### src/rtl/hazard_stall_ctrl_pkg.sv
// Shared types and constants for the pipeline stall/flush controller.
package hazard_stall_ctrl_pkg;

    // Default number of cycles a DIV/DIVU occupies EXE.
    localparam int DIV_LATENCY_DEF = 32;
    localparam int REG_W           = 5;

    // Register-file / HI / LO write type carried with each instruction.
    typedef struct packed {
        logic RFWr;
        logic HIWr;
        logic LOWr;
    } RegsWrType;

    // Divider occupancy state.
    typedef enum logic {
        S_RUN = 1'b0,
        S_DIV = 1'b1
    } HazState_t;

    // Pipeline register write enables, PC first.
    typedef struct packed {
        logic pc;
        logic if_id;
        logic id_exe;
        logic exe_mem;
        logic mem_wb;
    } stage_wr_t;

    // Pipeline register bubble inserts.
    typedef struct packed {
        logic if_id;
        logic id_exe;
        logic exe_mem;
        logic mem_wb;
    } stage_flush_t;

    // True when an ID source operand is really read and names the given register.
    function automatic logic src_hits(input logic used,
                                      input logic [REG_W-1:0] src,
                                      input logic [REG_W-1:0] dst);
        return used && (src == dst);
    endfunction

endpackage

### src/rtl/hazard_stall_ctrl_if.sv
// Pipeline-side view of the stall/flush controller: hazard inputs and register controls.
interface hazard_stall_ctrl_if
    import hazard_stall_ctrl_pkg::*;
();

    logic [REG_W-1:0] ID_rs;
    logic [REG_W-1:0] ID_rt;
    logic             ID_UseRs;
    logic             ID_UseRt;
    RegsWrType        EXE_RegsWrType;
    logic [REG_W-1:0] EXE_Dst;
    logic             EXE_MemRead;
    logic             EXE_DivStart;
    logic             MEM_DReq;
    logic             DMem_Ready;
    logic             Exc_Flush;
    logic             Branch_Taken;

    logic             PC_Wr;
    logic             IF_ID_Wr;
    logic             ID_EXE_Wr;
    logic             EXE_MEM_Wr;
    logic             MEM_WB_Wr;
    logic             IF_ID_Flush;
    logic             ID_EXE_Flush;
    logic             EXE_MEM_Flush;
    logic             MEM_WB_Flush;
    logic             Div_Busy;
    logic             Div_Done;

    // Pipeline datapath side: presents hazard information, obeys the controls.
    modport master (
        output ID_rs, ID_rt, ID_UseRs, ID_UseRt, EXE_RegsWrType, EXE_Dst,
               EXE_MemRead, EXE_DivStart, MEM_DReq, DMem_Ready, Exc_Flush, Branch_Taken,
        input  PC_Wr, IF_ID_Wr, ID_EXE_Wr, EXE_MEM_Wr, MEM_WB_Wr,
               IF_ID_Flush, ID_EXE_Flush, EXE_MEM_Flush, MEM_WB_Flush, Div_Busy, Div_Done
    );

    // Controller side.
    modport slave (
        input  ID_rs, ID_rt, ID_UseRs, ID_UseRt, EXE_RegsWrType, EXE_Dst,
               EXE_MemRead, EXE_DivStart, MEM_DReq, DMem_Ready, Exc_Flush, Branch_Taken,
        output PC_Wr, IF_ID_Wr, ID_EXE_Wr, EXE_MEM_Wr, MEM_WB_Wr,
               IF_ID_Flush, ID_EXE_Flush, EXE_MEM_Flush, MEM_WB_Flush, Div_Busy, Div_Done
    );

endinterface

### src/rtl/hazard_stall_ctrl_div_occupancy_cnt.sv
// Tracks how long a divide has occupied EXE and signals when its result is valid.
// The count runs regardless of memory freeze; a completion that lands inside a
// freeze is remembered and released on the first unfrozen cycle.
module div_occupancy_cnt
    import hazard_stall_ctrl_pkg::*;
#(
    parameter  int DIV_LATENCY = DIV_LATENCY_DEF,
    localparam int CNT_W       = $clog2(DIV_LATENCY + 1)
) (
    input  logic clk,
    input  logic rst,
    input  logic div_start,   // DIV/DIVU present in EXE
    input  logic abort,       // exception flush kills the divide
    input  logic freeze,      // data-memory wait holds the whole pipeline
    output logic busy,
    output logic done
);

    HazState_t        st;
    logic [CNT_W-1:0] div_cnt;
    logic             done_pend;

    // Result is valid once the count is exhausted (now or earlier during a freeze)
    // and the pipeline is free to move the divide out of EXE.
    assign busy = (st == S_DIV);
    assign done = busy && !abort && !freeze && ((div_cnt == '0) || done_pend);

    // Occupancy state machine, counter and pending-completion flag.
    // NOTE: sequential state uses non-blocking assignments so every register
    // samples pre-edge values, independent of statement order.
    always_ff @(posedge clk) begin
        if (rst) begin
            st        <= S_RUN;
            div_cnt   <= '0;
            done_pend <= 1'b0;
        end else if (abort) begin
            st        <= S_RUN;
            div_cnt   <= '0;
            done_pend <= 1'b0;
        end else begin
            case (st)
                S_RUN: begin
                    if (div_start) begin
                        st        <= S_DIV;
                        div_cnt   <= CNT_W'(DIV_LATENCY - 1);
                        done_pend <= 1'b0;
                    end
                end
                S_DIV: begin
                    if (done) begin
                        st        <= S_RUN;
                        div_cnt   <= '0;
                        done_pend <= 1'b0;
                    end else begin
                        if (div_cnt != '0) begin
                            div_cnt <= div_cnt - CNT_W'(1);
                        end
                        if ((div_cnt == '0) && freeze) begin
                            done_pend <= 1'b1;
                        end
                    end
                end
                default: begin
                    st <= S_RUN;
                end
            endcase
        end
    end

endmodule

### src/rtl/hazard_stall_ctrl.sv
// Pipeline stall/flush controller: resolves load-use, divide occupancy, data-memory
// wait, exception and taken-branch hazards into per-stage write enables and flushes.
module hazard_stall_ctrl
    import hazard_stall_ctrl_pkg::*;
#(
    parameter int DIV_LATENCY = DIV_LATENCY_DEF
) (
    input logic              clk,
    input logic              rst,
    hazard_stall_ctrl_if.slave bus
);

    logic         div_busy;
    logic         div_done;
    logic         mem_wait;
    logic         div_stall;
    logic         load_use;
    stage_wr_t    wr;
    stage_flush_t fl;

    div_occupancy_cnt #(
        .DIV_LATENCY (DIV_LATENCY)
    ) u_div_cnt (
        .clk       (clk),
        .rst       (rst),
        .div_start (bus.EXE_DivStart),
        .abort     (bus.Exc_Flush),
        .freeze    (mem_wait),
        .busy      (div_busy),
        .done      (div_done)
    );

    // Hazard conditions seen this cycle.
    assign mem_wait  = bus.MEM_DReq && !bus.DMem_Ready;
    assign div_stall = div_busy && !div_done;
    assign load_use  = bus.EXE_MemRead && bus.EXE_RegsWrType.RFWr && (bus.EXE_Dst != '0) &&
                       (src_hits(bus.ID_UseRs, bus.ID_rs, bus.EXE_Dst) ||
                        src_hits(bus.ID_UseRt, bus.ID_rt, bus.EXE_Dst));

    // Priority encode the hazards into stage controls; a taken branch only
    // flushes IF/ID when nothing is stalling, otherwise ID re-presents it later.
    always_comb begin
        // NOTE: every output gets a default before the priority chain so no
        // path through the block leaves a value held, which would infer a latch.
        wr = '{pc: 1'b1, if_id: 1'b1, id_exe: 1'b1, exe_mem: 1'b1, mem_wb: 1'b1};
        fl = '0;
        if (rst) begin
            wr = '0;
            fl = '1;
        end else if (bus.Exc_Flush) begin
            fl.if_id   = 1'b1;
            fl.id_exe  = 1'b1;
            fl.exe_mem = 1'b1;
        end else if (mem_wait) begin
            wr = '0;
        end else if (div_stall) begin
            wr.pc      = 1'b0;
            wr.if_id   = 1'b0;
            wr.id_exe  = 1'b0;
            fl.exe_mem = 1'b1;
        end else if (load_use) begin
            wr.pc      = 1'b0;
            wr.if_id   = 1'b0;
            fl.id_exe  = 1'b1;
        end else if (bus.Branch_Taken) begin
            fl.if_id   = 1'b1;
        end
    end

    assign bus.PC_Wr         = wr.pc;
    assign bus.IF_ID_Wr      = wr.if_id;
    assign bus.ID_EXE_Wr     = wr.id_exe;
    assign bus.EXE_MEM_Wr    = wr.exe_mem;
    assign bus.MEM_WB_Wr     = wr.mem_wb;
    assign bus.IF_ID_Flush   = fl.if_id;
    assign bus.ID_EXE_Flush  = fl.id_exe;
    assign bus.EXE_MEM_Flush = fl.exe_mem;
    assign bus.MEM_WB_Flush  = fl.mem_wb;
    assign bus.Div_Busy      = div_busy && !rst;
    assign bus.Div_Done      = div_done && !rst;

endmodule

### src/flat_wrapper.sv
// flat-port wrapper written by rule: the top's interface ports become plain ports
module hazard_stall_ctrl_flat import hazard_stall_ctrl_pkg::*;
#(
    parameter int DIV_LATENCY = DIV_LATENCY_DEF
)
  (clk, rst, bus_ID_rs, bus_ID_rt, bus_ID_UseRs, bus_ID_UseRt, bus_EXE_RegsWrType, bus_EXE_Dst, bus_EXE_MemRead, bus_EXE_DivStart, bus_MEM_DReq, bus_DMem_Ready, bus_Exc_Flush, bus_Branch_Taken, bus_PC_Wr, bus_IF_ID_Wr, bus_ID_EXE_Wr, bus_EXE_MEM_Wr, bus_MEM_WB_Wr, bus_IF_ID_Flush, bus_ID_EXE_Flush, bus_EXE_MEM_Flush, bus_MEM_WB_Flush, bus_Div_Busy, bus_Div_Done);
  hazard_stall_ctrl_if bus_i ();
  input logic clk;
  input logic rst;
  input wire logic [$bits(bus_i.ID_rs)-1:0] bus_ID_rs;
  input wire logic [$bits(bus_i.ID_rt)-1:0] bus_ID_rt;
  input wire logic [$bits(bus_i.ID_UseRs)-1:0] bus_ID_UseRs;
  input wire logic [$bits(bus_i.ID_UseRt)-1:0] bus_ID_UseRt;
  input wire logic [$bits(bus_i.EXE_RegsWrType)-1:0] bus_EXE_RegsWrType;
  input wire logic [$bits(bus_i.EXE_Dst)-1:0] bus_EXE_Dst;
  input wire logic [$bits(bus_i.EXE_MemRead)-1:0] bus_EXE_MemRead;
  input wire logic [$bits(bus_i.EXE_DivStart)-1:0] bus_EXE_DivStart;
  input wire logic [$bits(bus_i.MEM_DReq)-1:0] bus_MEM_DReq;
  input wire logic [$bits(bus_i.DMem_Ready)-1:0] bus_DMem_Ready;
  input wire logic [$bits(bus_i.Exc_Flush)-1:0] bus_Exc_Flush;
  input wire logic [$bits(bus_i.Branch_Taken)-1:0] bus_Branch_Taken;
  output wire logic [$bits(bus_i.PC_Wr)-1:0] bus_PC_Wr;
  output wire logic [$bits(bus_i.IF_ID_Wr)-1:0] bus_IF_ID_Wr;
  output wire logic [$bits(bus_i.ID_EXE_Wr)-1:0] bus_ID_EXE_Wr;
  output wire logic [$bits(bus_i.EXE_MEM_Wr)-1:0] bus_EXE_MEM_Wr;
  output wire logic [$bits(bus_i.MEM_WB_Wr)-1:0] bus_MEM_WB_Wr;
  output wire logic [$bits(bus_i.IF_ID_Flush)-1:0] bus_IF_ID_Flush;
  output wire logic [$bits(bus_i.ID_EXE_Flush)-1:0] bus_ID_EXE_Flush;
  output wire logic [$bits(bus_i.EXE_MEM_Flush)-1:0] bus_EXE_MEM_Flush;
  output wire logic [$bits(bus_i.MEM_WB_Flush)-1:0] bus_MEM_WB_Flush;
  output wire logic [$bits(bus_i.Div_Busy)-1:0] bus_Div_Busy;
  output wire logic [$bits(bus_i.Div_Done)-1:0] bus_Div_Done;
  assign bus_i.ID_rs = bus_ID_rs;
  assign bus_i.ID_rt = bus_ID_rt;
  assign bus_i.ID_UseRs = bus_ID_UseRs;
  assign bus_i.ID_UseRt = bus_ID_UseRt;
  assign bus_i.EXE_RegsWrType = bus_EXE_RegsWrType;
  assign bus_i.EXE_Dst = bus_EXE_Dst;
  assign bus_i.EXE_MemRead = bus_EXE_MemRead;
  assign bus_i.EXE_DivStart = bus_EXE_DivStart;
  assign bus_i.MEM_DReq = bus_MEM_DReq;
  assign bus_i.DMem_Ready = bus_DMem_Ready;
  assign bus_i.Exc_Flush = bus_Exc_Flush;
  assign bus_i.Branch_Taken = bus_Branch_Taken;
  assign bus_PC_Wr = bus_i.PC_Wr;
  assign bus_IF_ID_Wr = bus_i.IF_ID_Wr;
  assign bus_ID_EXE_Wr = bus_i.ID_EXE_Wr;
  assign bus_EXE_MEM_Wr = bus_i.EXE_MEM_Wr;
  assign bus_MEM_WB_Wr = bus_i.MEM_WB_Wr;
  assign bus_IF_ID_Flush = bus_i.IF_ID_Flush;
  assign bus_ID_EXE_Flush = bus_i.ID_EXE_Flush;
  assign bus_EXE_MEM_Flush = bus_i.EXE_MEM_Flush;
  assign bus_MEM_WB_Flush = bus_i.MEM_WB_Flush;
  assign bus_Div_Busy = bus_i.Div_Busy;
  assign bus_Div_Done = bus_i.Div_Done;
  hazard_stall_ctrl #(.DIV_LATENCY(DIV_LATENCY)) u_core (.clk(clk), .rst(rst), .bus(bus_i));
endmodule
### config.mk
export PLATFORM = sky130hd
export DESIGN_NAME = hazard_stall_ctrl_flat
export DESIGN_NICKNAME = d
export VERILOG_FILES = /design/src/rtl/hazard_stall_ctrl_pkg.sv /design/src/rtl/hazard_stall_ctrl_if.sv /design/src/rtl/hazard_stall_ctrl_div_occupancy_cnt.sv /design/src/rtl/hazard_stall_ctrl.sv /design/src/flat_wrapper.sv
export SDC_FILE = /design/constraint.sdc
export NUM_CORES = 1
export LEC_CHECK = 0
export ABC_AREA = 1
export BUFFER_PORTS_ARGS = -buffer_cell sky130_fd_sc_hd__buf_2
export CAP_MARGIN = 5
export CELL_PAD_IN_SITES_DETAIL_PLACEMENT = 0
export CELL_PAD_IN_SITES_GLOBAL_PLACEMENT = 1
export CORE_MARGIN = 10
export CORE_UTILIZATION = 27
export DETAILED_ROUTE_END_ITERATION = 8
export PLACE_DENSITY_LB_ADDON = 0.12
export SYNTH_ARGS = -nofsm -noshare
export SYNTH_HDL_FRONTEND = slang
export SYNTH_SLANG_ARGS = --single-unit
### constraint.sdc
create_clock -name clk -period 2.7 [get_ports clk]
set_clock_uncertainty 0.2 [all_clocks]
set_input_delay 0.54 -clock clk [delete_from_list [all_inputs] [get_ports clk]]
set_output_delay 0.54 -clock clk [all_outputs]
set_load 0.03 [all_outputs]
[Word level (Yosys, flattened, before mapping)]
Cells that the tools add are included.
Storage, ports and cells
  bits of input ports: 28
  bits in registers: 8
  output and inout bits: 11
Operators by class
  multiplexer cells: 27
  bitwise operators: 1
  equality and inequality tests: 5
  reduce and logical (&&, ||, !) cells: 26
  $add $sub $neg: 1
Operators by type and width (count)
  $mux 6: 3
  $logic_and 1x1->1: 13
  $mux 3: 4
  $pmux 6 s2: 1
  $mux 1: 11
  $eq 5x5->1: 2
  $mux 5: 2
  $mux 2: 4
  $logic_not 6->1: 1
  $ne 3x1->1 const B: 2
  $reduce_bool 6->1: 1
  $sub 6x1->6 const B: 1
  $logic_not 1->1: 5
  $reduce_bool 5->1: 1
  $pmux 1 s2: 2
  $reduce_and 2->1: 2
  $logic_or 1x1->1: 2
  $ne 2x2->1 const B: 1
  $reduce_or 2->1: 1
  $not 1->1: 1

[Logic depth before layout (Yosys ltp)]
Gate-level depths: netlist (run 1).
  depth in word-level cells: 11
  gate-level depth with buffers: 10
  gate-level depth less buffers: 10

[By module]
From an unflattened synthesis (run 1), not the netlist that was laid out.
Unflattened totals
  cell total of the unflattened synthesis: 167
  area total of the unflattened synthesis: 939.7 um2
Modules (own cells, without submodules)
  div_occupancy_cnt: instances 1, area each 585.6 um2, cells an instance 84, sequential area each 160.2 um2
  hazard_stall_ctrl: instances 1, area each 354.1 um2, cells an instance 83, sequential area each 0.0 um2

[Worst setup path after synthesis (run 1)]
Ideal clock, no wire load.
  path kind: input port to output port
  from: in bus_MEM_DReq
  to: out bus_EXE_MEM_Flush
  buffers on the path: 0
  data required time: 1.960 ns
  setup slack: 0.205 ns
  arrival: 1.755 ns
  cell stages on the path: 6
  cells stage by stage: inv_1 -> nor2_2 -> nor3_4 -> nand2_4 -> nand2_1 -> o21ai_0
On the way
  longest elaborated chain between the ends: 10
RTL lines
  from (decl): RTL line flat_wrapper.sv:18  | input wire logic [$bits(bus_i.MEM_DReq)-1:0] bus_MEM_DReq;
  $logic_and 1x1->1 *: RTL line hazard_stall_ctrl.sv:34  | assign mem_wait = bus.MEM_DReq && !bus.DMem_Ready;
  $logic_not 1->1: RTL line hazard_stall_ctrl_div_occupancy_cnt.sv:26  | assign done = busy && !abort && !freeze && ((div_cnt == '0) || done_pend);
  $logic_and 1x1->1 (2 in a row): RTL line hazard_stall_ctrl_div_occupancy_cnt.sv:26
  $logic_not 1->1: RTL line hazard_stall_ctrl.sv:35  | assign div_stall = div_busy && !div_done;
  $logic_and 1x1->1: RTL line hazard_stall_ctrl.sv:35
  $mux 1: RTL line hazard_stall_ctrl.sv:56  | end else if (div_stall) begin
  $mux 3 *: RTL line hazard_stall_ctrl.sv:54  | end else if (mem_wait) begin
  $mux 3 *: RTL line hazard_stall_ctrl.sv:50  | end else if (bus.Exc_Flush) begin
  $mux 3 *: RTL line hazard_stall_ctrl.sv:47  | if (rst) begin
  to (decl): RTL line flat_wrapper.sv:29  | output wire logic [$bits(bus_i.EXE_MEM_Flush)-1:0] bus_EXE_MEM_Flush;
Every way passes the cells marked *; elsewhere a longest branch is shown, timed or not.

[Worst setup path after layout (run 1)]
  from: reg u_core.u_div_cnt.div_cnt[0]
  to: out bus_PC_Wr
On the way
  longest elaborated chain between the ends: 9
RTL lines
  from (decl): RTL line hazard_stall_ctrl_div_occupancy_cnt.sv:20  | logic [CNT_W-1:0] div_cnt;
  from (signal assigned): RTL line hazard_stall_ctrl_div_occupancy_cnt.sv:45  | div_cnt <= CNT_W'(DIV_LATENCY - 1);
  from (signal assigned): RTL line hazard_stall_ctrl_div_occupancy_cnt.sv:56  | div_cnt <= div_cnt - CNT_W'(1);
  $logic_not 6->1: RTL line hazard_stall_ctrl_div_occupancy_cnt.sv:26
  $logic_or 1x1->1: RTL line hazard_stall_ctrl_div_occupancy_cnt.sv:26
  $logic_and 1x1->1: RTL line hazard_stall_ctrl_div_occupancy_cnt.sv:26
  $logic_not 1->1: RTL line hazard_stall_ctrl.sv:35
  $logic_and 1x1->1: RTL line hazard_stall_ctrl.sv:35
  $mux 2: RTL line hazard_stall_ctrl.sv:56
  $mux 3: RTL line hazard_stall_ctrl.sv:54
  $mux 5: RTL line hazard_stall_ctrl.sv:50
  $mux 5: RTL line hazard_stall_ctrl.sv:47
  to (decl): RTL line flat_wrapper.sv:22  | output wire logic [$bits(bus_i.PC_Wr)-1:0] bus_PC_Wr;
Every way passes these cells.

==> results by stage, run 1 <==
Run status:
- The run finished with clean final reports.

Power:
- For this design the static power due to leakage is 0.621 nW.
- IR analysis of the VDD net gives a maximum drop of 0.0000886 V.
- In this run the power density over the cells is 355 mW/mm².

GRT:
- The overall overflow remaining after global route is 0.
- The global-route wire length before repair is 3.97 mm.
- The initial antenna violation count is 0.
- The via count of the first global-routing pass was 996.
- For this run, global-route usage on met2 was measured as 0.149.
- For this run, global-route usage on met1 was measured as 0.0957.
- The routing usage on met3 is 0.0208.
- Entering global routing, the biggest net connects 11 pins.
- The busiest layer in global routing is met2.
- The overall routing resource usage is 0.0869.

Critical path:
- In this run the number of cells on the critical path is 9.
- The endpoint required time on the critical path is 1960 ps.
- On the worst path, the slowest cell contributes a delay of 310 ps.
- The first element of the critical path is u_core.u_div_cnt.div_cnt[0].
- STA classifies the critical path startpoint as a flop.
- For this design, the slowest cell found on the critical path is sky130_fd_sc_hd__dfxtp_1.
- The biggest fanout along the worst timing path is 10.
- The number of buffers and inverters on the critical path is 2.
- The worst setup path is captured at a primary output.
- The worst register-to-register path begins at u_core.u_div_cnt.div_cnt[0].
- Measured in cells, the most critical reg-to-reg path has a length of 9.
- The critical path is of the flop to primary output type.
- The critical register-to-register path endpoint is u_core.u_div_cnt.div_cnt[0].
- The critical path goes through inv_1, ha_2, nand3_1, nand2_2, nand2_4, a21oi_4, nand2_1, a21oi_2, clkbuf_4.
- Following the worst setup path forward leads to its endpoint at bus_PC_Wr.
- The slack of the worst reg-to-reg path is 1060 ps.
- The kind of cell with the highest combined delay along the critical path is simple AND/OR/NAND/NOR gates.
- The endpoint arrival time on the critical path is 1790 ps.

Routing:
- The final route contains 944 vias.
- The detailed-routing iteration count for the pre-antenna-repair pass is 4.
- The total DRC errors in the routed layout is 0.
- The post-detailed-routing wire length is 2.30 mm.
- After detailed routing, the average wire length per cell comes to 10.6 µm.
- The count of nets left with antenna violations once routing finished came out at 0.
- The detailed-route vias per instance is 4.33.
- The detailed router finished its first iteration with 30 violations.

CTS:
- At the later pin of the worst-skew pair, clock insertion delay measures 260 ps.
- The root cell of the clock tree is sky130_fd_sc_hd__clkbuf_4.
- The TritonCTS clock tree is yes.
- The post-CTS resize count is 0.
- The post-CTS setup-driven buffer insertion count is 0.
- The count of clock tree sinks is 8.
- The clock passes through at most 2 buffers.
- Clock-pin slew was measured on the worst setup and hold paths at 60 ps.
- In this run the number of H-tree levels came out at 1.
- In this run, post-CTS hold repair placed 0 buffers.
- In this run, CTS created clock tree buffers numbering 3.

Final layout:
- The count of nets after finishing is 216.
- Once layout is complete, the cells apart from fillers number 218.
- The most common library cell in the layout ignoring fill and taps is sky130_fd_sc_hd__nand2_1.
- The share of final-layout standard cells stronger than drive strength 1 is 0.286.
- The repair_antennas step left the layout with diodes totalling 0.
- The number of fillers in the final layout is 343.
- Leaving out fill and tap cells, the most frequent cells in the layout are sky130_fd_sc_hd__nand2_1 (46), sky130_fd_sc_hd__buf_2 (34), sky130_fd_sc_hd__inv_1 (29), sky130_fd_sc_hd__nor2_1 (20), sky130_fd_sc_hd__nand3_1 (10).
- Relative to the synthesized area, the layout overhead comes to 27.3%.

Job:
- Across the run, the number of max-cap violations was 0.

STA:
- The count of endpoints failing hold in the final timing report was 0.
- The final hold slack is 269 ps.
- Setup total negative slack on the finished layout was measured at 0 ps.
- Setup violations remaining at the end of the flow were counted as 0.
- The transition time at the pin with the least slew margin is 417 ps.
- In the finished design, the share of the clock period the worst path needs comes to 0.939.
- The tightest slew margin relative to the limit is 0.721.
- Setup repair after global routing left no endpoint under its margin.
- The peak clock frequency supported by timing is 395 MHz.
- The minimum period implied by the final worst setup slack is 2530 ps.
- The max-slew violation count is 0.

Place:
- After detailed placement, the design holds a cell count of 215.
- Routability-driven placement finished with a final weighted congestion of 0.767.
- Buffers placed on the I/O ports in this run total 36.
- The sum of net half-perimeters after detailed placement is 1.98 mm.

Floorplan:
- The die is 75.6 µm tall.
- The number of rows created at floorplan is 20.
- From left edge to right edge, the die measures 75.6 µm.
- The core box area is 0.00300 mm².
- In this run the count of I/O pins placed on the die edge is 39.
- The effective utilization at floorplan is 0.277.
- The die covers 0.00571 mm².

Synth:
- The number of nets in the synthesized netlist is 178.
- The number of different library cells used by synthesis comes to 24.
- After technology mapping, the gate count stands at 149.
- The cell area that synthesis handed to floorplanning was 833 µm².
- The mean cell area of the mapped netlist is 5.59 µm².
- For this run, the register share of the synthesized area comes to 0.192.
- For this run, the number of Yosys warnings is 0.
- After synthesis the netlist holds a flip-flop and latch count of 8.

Hold path:
- In this run the worst hold path is classified as flop to flop.
## state kept, by name, indices dropped and copies added (netlist names)
signal,cells
u_core.u_div_cnt.div_cnt,6
u_core.u_div_cnt.busy,1
u_core.u_div_cnt.done_pend,1
## tightest hold or removal path, delay by kind of cell, from the launching register on
kind / cells / cell delay [ps]
AOI/OAI and AO/OA: 1 / 50
DFF: 1 / 310
and+or+nand+nor: 1 / 60
## through the flow
| stage | total power [mW] | util | cell area, µm² | setup slack, ps |
|---|---|---|---|---|
| after floorplan | 0.236 | - | 833 | 205 |
| after global routing | 0.409 | 0.353 | 1060 | 13.5 |
| after CTS | 0.380 | 0.350 | 1050 | 111 |
| after global placement | 0.279 | 0.343 | 1030 | 330 |
| final | 0.376 | 0.353 | 1060 | 165 |
| after detailed placement | 0.280 | 0.343 | 1030 | 325 |
## cells in the mapped netlist
cell,instances,area (µm²)
sky130_fd_sc_hd__nand2_1,47,176
sky130_fd_sc_hd__o21ai_0,2,10.0
sky130_fd_sc_hd__nor2_2,2,12.5
sky130_fd_sc_hd__nand2_4,3,33.8
sky130_fd_sc_hd__o21bai_1,1,7.51
sky130_fd_sc_hd__o211ai_1,1,7.51
sky130_fd_sc_hd__dfxtp_1,8,160
sky130_fd_sc_hd__inv_2,1,3.75
sky130_fd_sc_hd__a21oi_1,7,35.0
sky130_fd_sc_hd__o21ai_1,2,10.0
sky130_fd_sc_hd__ha_1,1,12.5
sky130_fd_sc_hd__o311ai_0,1,8.76
sky130_fd_sc_hd__nand4_1,4,25.0
sky130_fd_sc_hd__nand2_2,1,6.26
sky130_fd_sc_hd__inv_4,1,6.26
sky130_fd_sc_hd__xor2_1,1,8.76
sky130_fd_sc_hd__nor3_4,1,16.3
sky130_fd_sc_hd__nor2_1,20,75.1
sky130_fd_sc_hd__buf_4,3,22.5
sky130_fd_sc_hd__a21oi_2,1,8.76
sky130_fd_sc_hd__nand3_1,10,50.1
sky130_fd_sc_hd__a21oi_4,1,16.3
sky130_fd_sc_hd__buf_6,1,11.3
sky130_fd_sc_hd__inv_1,29,109
## layer usage
metal,wire length [µm],vias to the layer above,share of wire
met2,1130,24,0.49
met3,111,2,0.048
met5,0,-,0
met4,41,0,0.018
met1,1020,390,0.44
li1,-,528,-
## power by group
group | switching, mW | internal (mW)
registers | 0.00440 | 0.124
clock network | 0.0469 | 0.0513
logic | 0.0941 | 0.0553
## cells by family (layout without fill, tap and decap cells)
kind of cell | Yosys count | count (layout) | share of synthesized area
buf+inv | 35 | 71 | 0.183
simple gates | 88 | 88 | 0.474
compound gates | 16 | 16 | 0.125
fa+ha+maj | 1 | 1 | 0.0150
xor+xnor | 1 | 1 | 0.0105
flops | 8 | 8 | 0.192
## layout make-up
class	count	area (µm²)	area share
Multi-Input combinational cell	106	526	0.495
Timing Repair Buffer	37	193	0.182
Sequential cell	8	160	0.151
Inverter	31	119	0.112
Tap cell	33	41.3	0.0389
Clock buffer	3	22.5	0.0212
## how the worst min path moves through the flow
stage | to | slack [ps] | start | depth (start not counted)
after floorplan | u_core.u_div_cnt.div_cnt[1] | 240 | u_core.u_div_cnt.div_cnt[1] | 2
final | u_core.u_div_cnt.div_cnt[1] | 270 | u_core.u_div_cnt.div_cnt[1] | 2
after global routing | u_core.u_div_cnt.div_cnt[0] | 320 | u_core.u_div_cnt.div_cnt[0] | 2
after detailed placement | u_core.u_div_cnt.div_cnt[1] | 260 | u_core.u_div_cnt.div_cnt[1] | 2
after CTS | u_core.u_div_cnt.div_cnt[1] | 270 | u_core.u_div_cnt.div_cnt[1] | 2
after global placement | u_core.u_div_cnt.div_cnt[1] | 250 | u_core.u_div_cnt.div_cnt[1] | 2
Note: power is estimated with default switching activity, not from simulation.
==> run 2, diff against run 1 <==
- clock period: 2.7 -> 2.5 ns (I/O delays scaled with it)
==> results by stage, run 2 (synthesized netlist as in run 1, its figures left out) <==
Final layout:
- The summed area of non-filler cells in the final layout is 0.00114 mm² (+7.8%).
- Leaving out fill and tap cells, the most frequent cell in the layout is sky130_fd_sc_hd__nand2_1.
- The share of final-layout standard cells stronger than drive strength 1 is 0.326 (+0.0398).
- The final cell count without fillers was 223 (+2.3%).
- The flip-flop count of the largest register after layout came to 6 (unchanged).
- In the layout the commonest cells are sky130_fd_sc_hd__nand2_1 (45), sky130_fd_sc_hd__buf_2 (34), sky130_fd_sc_hd__inv_1 (27), sky130_fd_sc_hd__nor2_1 (20), sky130_fd_sc_hd__nand3_1 (9).
- The count of nets after finishing was 221 (+2.3%).
- The antenna diode count was 0 (unchanged).
- Relative to the synthesized area, the layout overhead comes to 37.2%.
- The register name with the most flops is u_core.u_div_cnt.div_cnt.

Critical path:
- The startpoint identified for the worst register-to-register timing path is u_core.u_div_cnt.div_cnt[0].
- The first element of the critical path is u_core.u_div_cnt.div_cnt[0].
- The endpoint required time on the critical path is 1800 ps (-160 ps).
- STA classifies the critical path endpoint as a primary output.
- The slack of the worst reg-to-reg path is 840 ps (-220 ps).
- The class of the most critical setup path is flop to primary output.
- The endpoint arrival time on the critical path is 1710 ps (-80 ps).
- The depth of the worst register-to-register path is 10 (+1).
- STA classifies the critical path startpoint as a flop.
- The biggest fanout along the worst timing path is 7 (-3).
- The endpoint identified for the worst register-to-register timing path is u_core.u_div_cnt.div_cnt[0].

CTS:
- The number of buffers added to fix hold violations after cts is 0 (unchanged).
- The count of clock tree sinks was 8 (unchanged).
- The root cell of the clock tree is sky130_fd_sc_hd__clkbuf_4.
- TritonCTS built the clock tree.
- The number of levels the H-tree was split into is 1 (unchanged).
- The clock-pin slew on the worst setup and hold paths is 60 ps (about the same).
- The maximum buffer depth of the clock tree is 2 (unchanged).
- The worst-skew pair later-pin latency came to 260 ps (about the same).
- The total clock buffers created by CTS is 3 (unchanged).

Power:
- The power density relative to cell area is 369 mW/mm² (+4.1%).
- The static leakage is 0.660 nW (+6.2%).
- The peak supply drop came to 0.0000853 V (-3.8%).

STA:
- The minimum setup slack in the final design is 88.8 ps (-76.4 ps).
- The final hold slack came to 275 ps (+6.17 ps).
- The count of endpoints failing hold in the final timing report is 0 (unchanged).
- Based on the critical path, the design can be clocked at up to 415 MHz.
- The tightest slew margin relative to the limit is 0.808 (+0.0862).
- The total setup violations reported at the end of the flow is 0 (unchanged).
- The share of the cycle needed by the critical path after routing is 0.964.
- The minimum period implied by the final worst setup slack is 2410 ps.
- The max-slew violation count was 0 (unchanged).
- The transition time at the pin with the least slew margin came to 285 ps (-133 ps).

Routing:
- The remaining number of nets flagged by the antenna check after routing came to 0 (unchanged).
- The total DRC errors in the routed layout is 0 (unchanged).
- The DRC marker count from the first detailed-route iteration came to 27 (-10%).
- The detailed-routing iteration count for the pre-antenna-repair pass came to 4 (unchanged).
- The total via count in the routed design is 985 (+4.3%).
- The detailed-route vias per instance was 4.42 (+2.0%).
- The post-detailed-routing wire length is 2.44 mm (+6.1%).
- The final routed wire length divided by cell count was 11.0 µm (+3.7%).

Job:
- The count of maximum capacitance violations is 0 (unchanged).

Floorplan:
- The number of rows created at floorplan is 20 (unchanged).
- The die outline width is 75.6 µm (unchanged).
- The number of primary I/O pins came to 39 (unchanged).
- The vertical extent of the die came to 75.6 µm (unchanged).
- The effective utilization at floorplan is 0.277 (unchanged).
- The core box area was 0.00300 mm² (unchanged).
- The area enclosed by the die boundary came to 0.00571 mm² (unchanged).

GRT:
- The overall routing resource usage is 0.0917 (+0.00478).
- The global-route wire length before repair is 4.15 mm (+4.7%).
- The via count of the first global-routing pass came to 1034 (+3.8%).
- The initial antenna violation count is 0 (unchanged).
- The maximum number of pins on one net before global-route repair was 11 (unchanged).
- The overall overflow remaining after global route was 0 (unchanged).

Hold path:
- For hold timing, the worst endpoint is u_core.u_div_cnt.div_cnt[1].
- In this run the most critical hold path is launched from u_core.u_div_cnt.div_cnt[1].
- The class of the tightest hold or removal check is flop to flop.
- The number of cells on the worst hold path came to 2 (unchanged).

Run status:
- The flow ran to the end, and the final reports show no timing, DRC or antenna violations.

Place:
- The sum of net half-perimeters after detailed placement is 1.99 mm (+0.67%).
- The number of port buffers was 36 (unchanged).
- The pre-CTS worst setup slack came to 202 ps (-123 ps).
- The final weighted congestion in routability-driven placement was 0.753 (-1.8%).
- The placed instance area came to 0.00104 mm² (+0.73%).
- The number of cells in the design after placement came to 216 (+0.47%).
[run 2: cell types whose count changed in the layout (fill, tap and decap cells not counted), sizes merged]
cell,previous run,this run
clkbuf,5,3
buf,35,42
[run 2: worst max-delay path, cell delays in order, from the launching register on]
cell                      delay (ps)
sky130_fd_sc_hd__dfxtp_1         350
sky130_fd_sc_hd__inv_2            70
sky130_fd_sc_hd__ha_4            170
sky130_fd_sc_hd__nand3_2          80
sky130_fd_sc_hd__nand2_2          80
sky130_fd_sc_hd__nand2_4         110
sky130_fd_sc_hd__buf_12          120
sky130_fd_sc_hd__nand2_1          90
sky130_fd_sc_hd__o21ai_0         160
sky130_fd_sc_hd__buf_2           220
[run 2: area by class of cell]
class / count / area [µm²]
clock buffer: 3 / 22.5
fill: 331 / 1860
inverter: 31 / 119
multi-input combinational: 106 / 551
sequential: 8 / 160
tap: 33 / 41.3
timing repair buffer: 42 / 250
[run 2: metal layers]
layer	track usage	vias to the layer above	wire, µm
met2	0.161	20	1270
met5	0	-	0
li1	-	535	-
met4	0.0557	0	51
met1	0.0934	426	987
met3	0.0286	4	134
[run 2: how the worst max path moves through the flow]
stage                             end  slack [ps]  cells after the start
finish              bus_EXE_MEM_Flush          90                      9
global route             bus_IF_ID_Wr         -20                      9
CTS                      bus_IF_ID_Wr           4                      9
floorplan           bus_EXE_MEM_Flush          90                      6
global placement    bus_EXE_MEM_Flush         200                      7
detailed placement  bus_EXE_MEM_Flush         200                      7
[run 2: repair_timing]
action                     in CTS  in global routing
setup buffers                   0                  4
gates resized for setup         4                  8
setup endpoints to repair       4                  6
pin swaps                       0                  5
[run 2: power by group]
group	switching (mW)	leakage (nW)	internal [mW]
clock network	0.0514	0.0138	0.0554
logic	0.107	0.581	0.0692
registers	0.00499	0.0656	0.134
[run 2: per-stage QoR]
step           setup TNS, ps  power (mW)  utilization
6_report                   0       0.422        0.381
5_1_grt                -62.2       0.459        0.381
4_1_cts                    0       0.414        0.356
3_5_place_dp               0       0.304        0.345
3_3_place_gp               0       0.303        0.345
2_1_floorplan              0       0.255            -
==> run 3, diff against run 2 <==
- CORE_MARGIN: 10 -> 8
==> results by stage, run 3 (synthesized netlist as in run 1, its figures left out) <==
Run status:
- The flow ran to the end, and the final reports show no timing, DRC or antenna violations.

CTS:
- The clock-pin slew on the worst setup and hold paths is 60 ps (about the same).
- The maximum buffer depth of the clock tree is 2 (unchanged).
- The number of levels the H-tree was split into is 1 (unchanged).
- The number of buffers added to fix hold violations after cts is 0 (unchanged).
- The root cell of the clock tree is sky130_fd_sc_hd__clkbuf_4.
- The total clock buffers created by CTS was 3 (unchanged).
- The TritonCTS clock tree is yes.
- The worst-skew pair later-pin latency came to 260 ps (about the same).
- The count of clock tree sinks is 8 (unchanged).

GRT:
- The maximum number of pins on one net before global-route repair is 11 (unchanged).
- The routing usage on met3 is 0.0195 (-0.00912).
- The met1 demand-to-capacity share in global routing is 0.107 (+0.0138).
- The global-route wire length before repair is 4.07 mm (-2.0%).
- The layer flagged by global routing as most heavily used is met2.
- The via count of the first global-routing pass was 1022 (-1.2%).
- The met2 track demand over resource is 0.167 (+0.00682).
- The overall overflow remaining after global route is 0 (unchanged).
- The initial antenna violation count is 0 (unchanged).
- The overall routing resource usage is 0.0957 (+0.00401).

Job:
- The count of maximum capacitance violations is 0 (unchanged).

Final layout:
- The most common library cell in the layout ignoring fill and taps is sky130_fd_sc_hd__nand2_1.
- The antenna diode count is 0 (unchanged).
- The final design utilization came to 0.376 (-0.00458).
- The number of fillers in the final layout is 341 (+3.0%).
- The count of nets after finishing came to 220 (-0.45%).
- The layout overhead on the synthesized area is 35.6%.
- The register name with the most flops is u_core.u_div_cnt.div_cnt.
- The total area of sequential cells is 161 µm² (+0.78%).
- The flip-flop count of the largest register after layout is 6 (unchanged).
- In the layout the commonest cells are sky130_fd_sc_hd__nand2_1 (46), sky130_fd_sc_hd__buf_2 (34), sky130_fd_sc_hd__inv_1 (27), sky130_fd_sc_hd__nor2_1 (19), sky130_fd_sc_hd__nand3_1 (9).
- The multi-input logic area is 556 µm² (+0.91%).
- The summed area of non-filler cells in the final layout is 0.00113 mm² (-1.2%).
- The final cell count without fillers came to 222 (-0.45%).
- The share of final-layout standard cells stronger than drive strength 1 is 0.328 (+0.00173).

Hold path:
- The hold path startpoint is u_core.u_div_cnt.div_cnt[1].
- The number of cells on the worst hold path is 2 (unchanged).
- The class of the tightest hold or removal check is flop to flop.

Floorplan:
- The core box area was 0.00300 mm² (unchanged).
- The die outline width came to 71.6 µm (-5.3%).
- The number of rows created at floorplan came to 20 (unchanged).
- The effective utilization at floorplan is 0.277 (unchanged).
- The vertical extent of the die was 71.6 µm (-5.3%).
- The number of primary I/O pins is 39 (unchanged).
- The area enclosed by the die boundary is 0.00512 mm² (-10%).

Critical path:
- The critical path endpoint is bus_IF_ID_Wr.
- The biggest fanout along the worst timing path is 4 (-3).
- The critical path in this run is classified as flop to primary output.
- The endpoint required time on the critical path is 1800 ps (about the same).
- The slack of the worst reg-to-reg path is 850 ps (about the same).
- In this run the critical register-to-register path is launched from u_core.u_div_cnt.div_cnt[0].
- The depth of the worst register-to-register path came to 10 (unchanged).
- STA classifies the critical path startpoint as a flop.
- The endpoint arrival time on the critical path was 1690 ps (-20 ps).
- The critical register-to-register path endpoint is u_core.u_div_cnt.div_cnt[0].
- Tracing the worst setup path back leads to its startpoint at u_core.u_div_cnt.div_cnt[0].
- STA classifies the critical path endpoint as a primary output.

Routing:
- The final routed wire length divided by cell count came to 10.8 µm (-1.4%).
- The detailed-route vias per instance was 4.41 (-0.16%).
- The total via count in the routed design is 979 (-0.61%).
- The remaining number of nets flagged by the antenna check after routing came to 0 (unchanged).
- The DRC marker count from the first detailed-route iteration was 34 (+26%).
- The detailed-routing iteration count for the pre-antenna-repair pass is 4 (unchanged).
- The total DRC errors in the routed layout is 0 (unchanged).
- The post-detailed-routing wire length was 2.40 mm (-1.8%).

STA:
- The minimum period implied by the final worst setup slack is 2390 ps (-18.4 ps).
- The total setup violations reported at the end of the flow is 0 (unchanged).
- The peak clock frequency supported by timing came to 418 MHz (+0.77%).
- The count of endpoints failing hold in the final timing report came to 0 (unchanged).
- The share of the cycle needed by the critical path after routing is 0.957 (-0.00736).
- The final-layout setup total negative slack is 0 ps (unchanged).
- The final hold slack is 275 ps (+0.408 ps).
- The tightest slew margin relative to the limit is 0.794 (-0.0138).
- The minimum setup slack in the final design is 107 ps (+18.4 ps).
- The transition time at the pin with the least slew margin is 305 ps (+20.4 ps).
- The max-slew violation count was 0 (unchanged).

Power:
- The static leakage is 0.652 nW (-1.2%).
- The power spent charging and discharging nets is 0.165 mW (+0.98%).
- The total chip power is 0.425 mW (+0.63%).
- The share of power burned in the clock network is 0.249 (-0.004).
- The internal power summed over all cells is 0.260 mW (+0.40%).
- The fraction of power consumed by combinational cells is 0.420 (+0.002).
- The switching part of the total is 0.389 (+0.00137).
- The fraction of power consumed by sequential logic is 0.330 (about the same).
- The power density relative to cell area is 376 mW/mm² (+1.9%).
- The peak supply drop is 0.000111 V (+30%).

Place:
- The sum of net half-perimeters after detailed placement is 1.97 mm (-1.4%).
- The pre-CTS worst setup slack came to 190 ps (-12.0 ps).
- The final weighted congestion in routability-driven placement was 0.737 (-2.1%).
- The number of port buffers was 36 (unchanged).
- The number of cells in the design after placement is 216 (unchanged).
- The placed instance area is 0.00104 mm² (unchanged).
-- run 3: power by group through the flow --
stage | Sequential [mW] | Combinational, mW | Clock (mW)
2_1_floorplan | 0.140 | 0.114 | 0
3_3_place_gp | 0.142 | 0.161 | 0
3_5_place_dp | 0.142 | 0.163 | 0
4_1_cts | 0.139 | 0.166 | 0.111
5_1_grt | 0.142 | 0.199 | 0.117
6_report | 0.140 | 0.179 | 0.106
-- run 3: metal layers --
| layer | part of all wire | vias up |
|---|---|---|
| met5 | 0 | - |
| met4 | 0.020 | 0 |
| met3 | 0.035 | 4 |
| met2 | 0.50 | 29 |
| met1 | 0.45 | 411 |
| li1 | - | 535 |
-- run 3: worst max-delay path, cell delays in order (launching register included) --
cell,delay (ps)
sky130_fd_sc_hd__dfxtp_2,320
sky130_fd_sc_hd__inv_2,80
sky130_fd_sc_hd__ha_4,150
sky130_fd_sc_hd__nand3_4,80
sky130_fd_sc_hd__nand2_2,110
sky130_fd_sc_hd__nand2_4,80
sky130_fd_sc_hd__a21oi_4,180
sky130_fd_sc_hd__nand2_1,80
sky130_fd_sc_hd__a21oi_2,200
sky130_fd_sc_hd__buf_6,160
-- run 3: layout make-up --
class                   count  share of cell area
clock buffers               3              0.0199
well taps                  33              0.0365
flip-flops and latches      8               0.143
inverters                  31               0.105
repair buffers             41               0.204
multi-input cells         106               0.492
-- run 3: what timing repair did --
item / CTS / global route
gates resized for setup: 4 / 10
pin swaps: 0 / 6
cloned: 0 / 0
endpoints found under the setup margin: 3 / 6
setup buffers: 0 / 3
-- run 3: how the worst min path moves through the flow --
| stage | endpoint |
|---|---|
| 2_1_floorplan | u_core.u_div_cnt.div_cnt[1] |
| 3_3_place_gp | u_core.u_div_cnt.div_cnt[1] |
| 3_5_place_dp | u_core.u_div_cnt.div_cnt[1] |
| 4_1_cts | u_core.u_div_cnt.div_cnt[1] |
| 5_1_grt | u_core.u_div_cnt.div_cnt[1] |
| 6_report | u_core.u_div_cnt.div_cnt[1] |
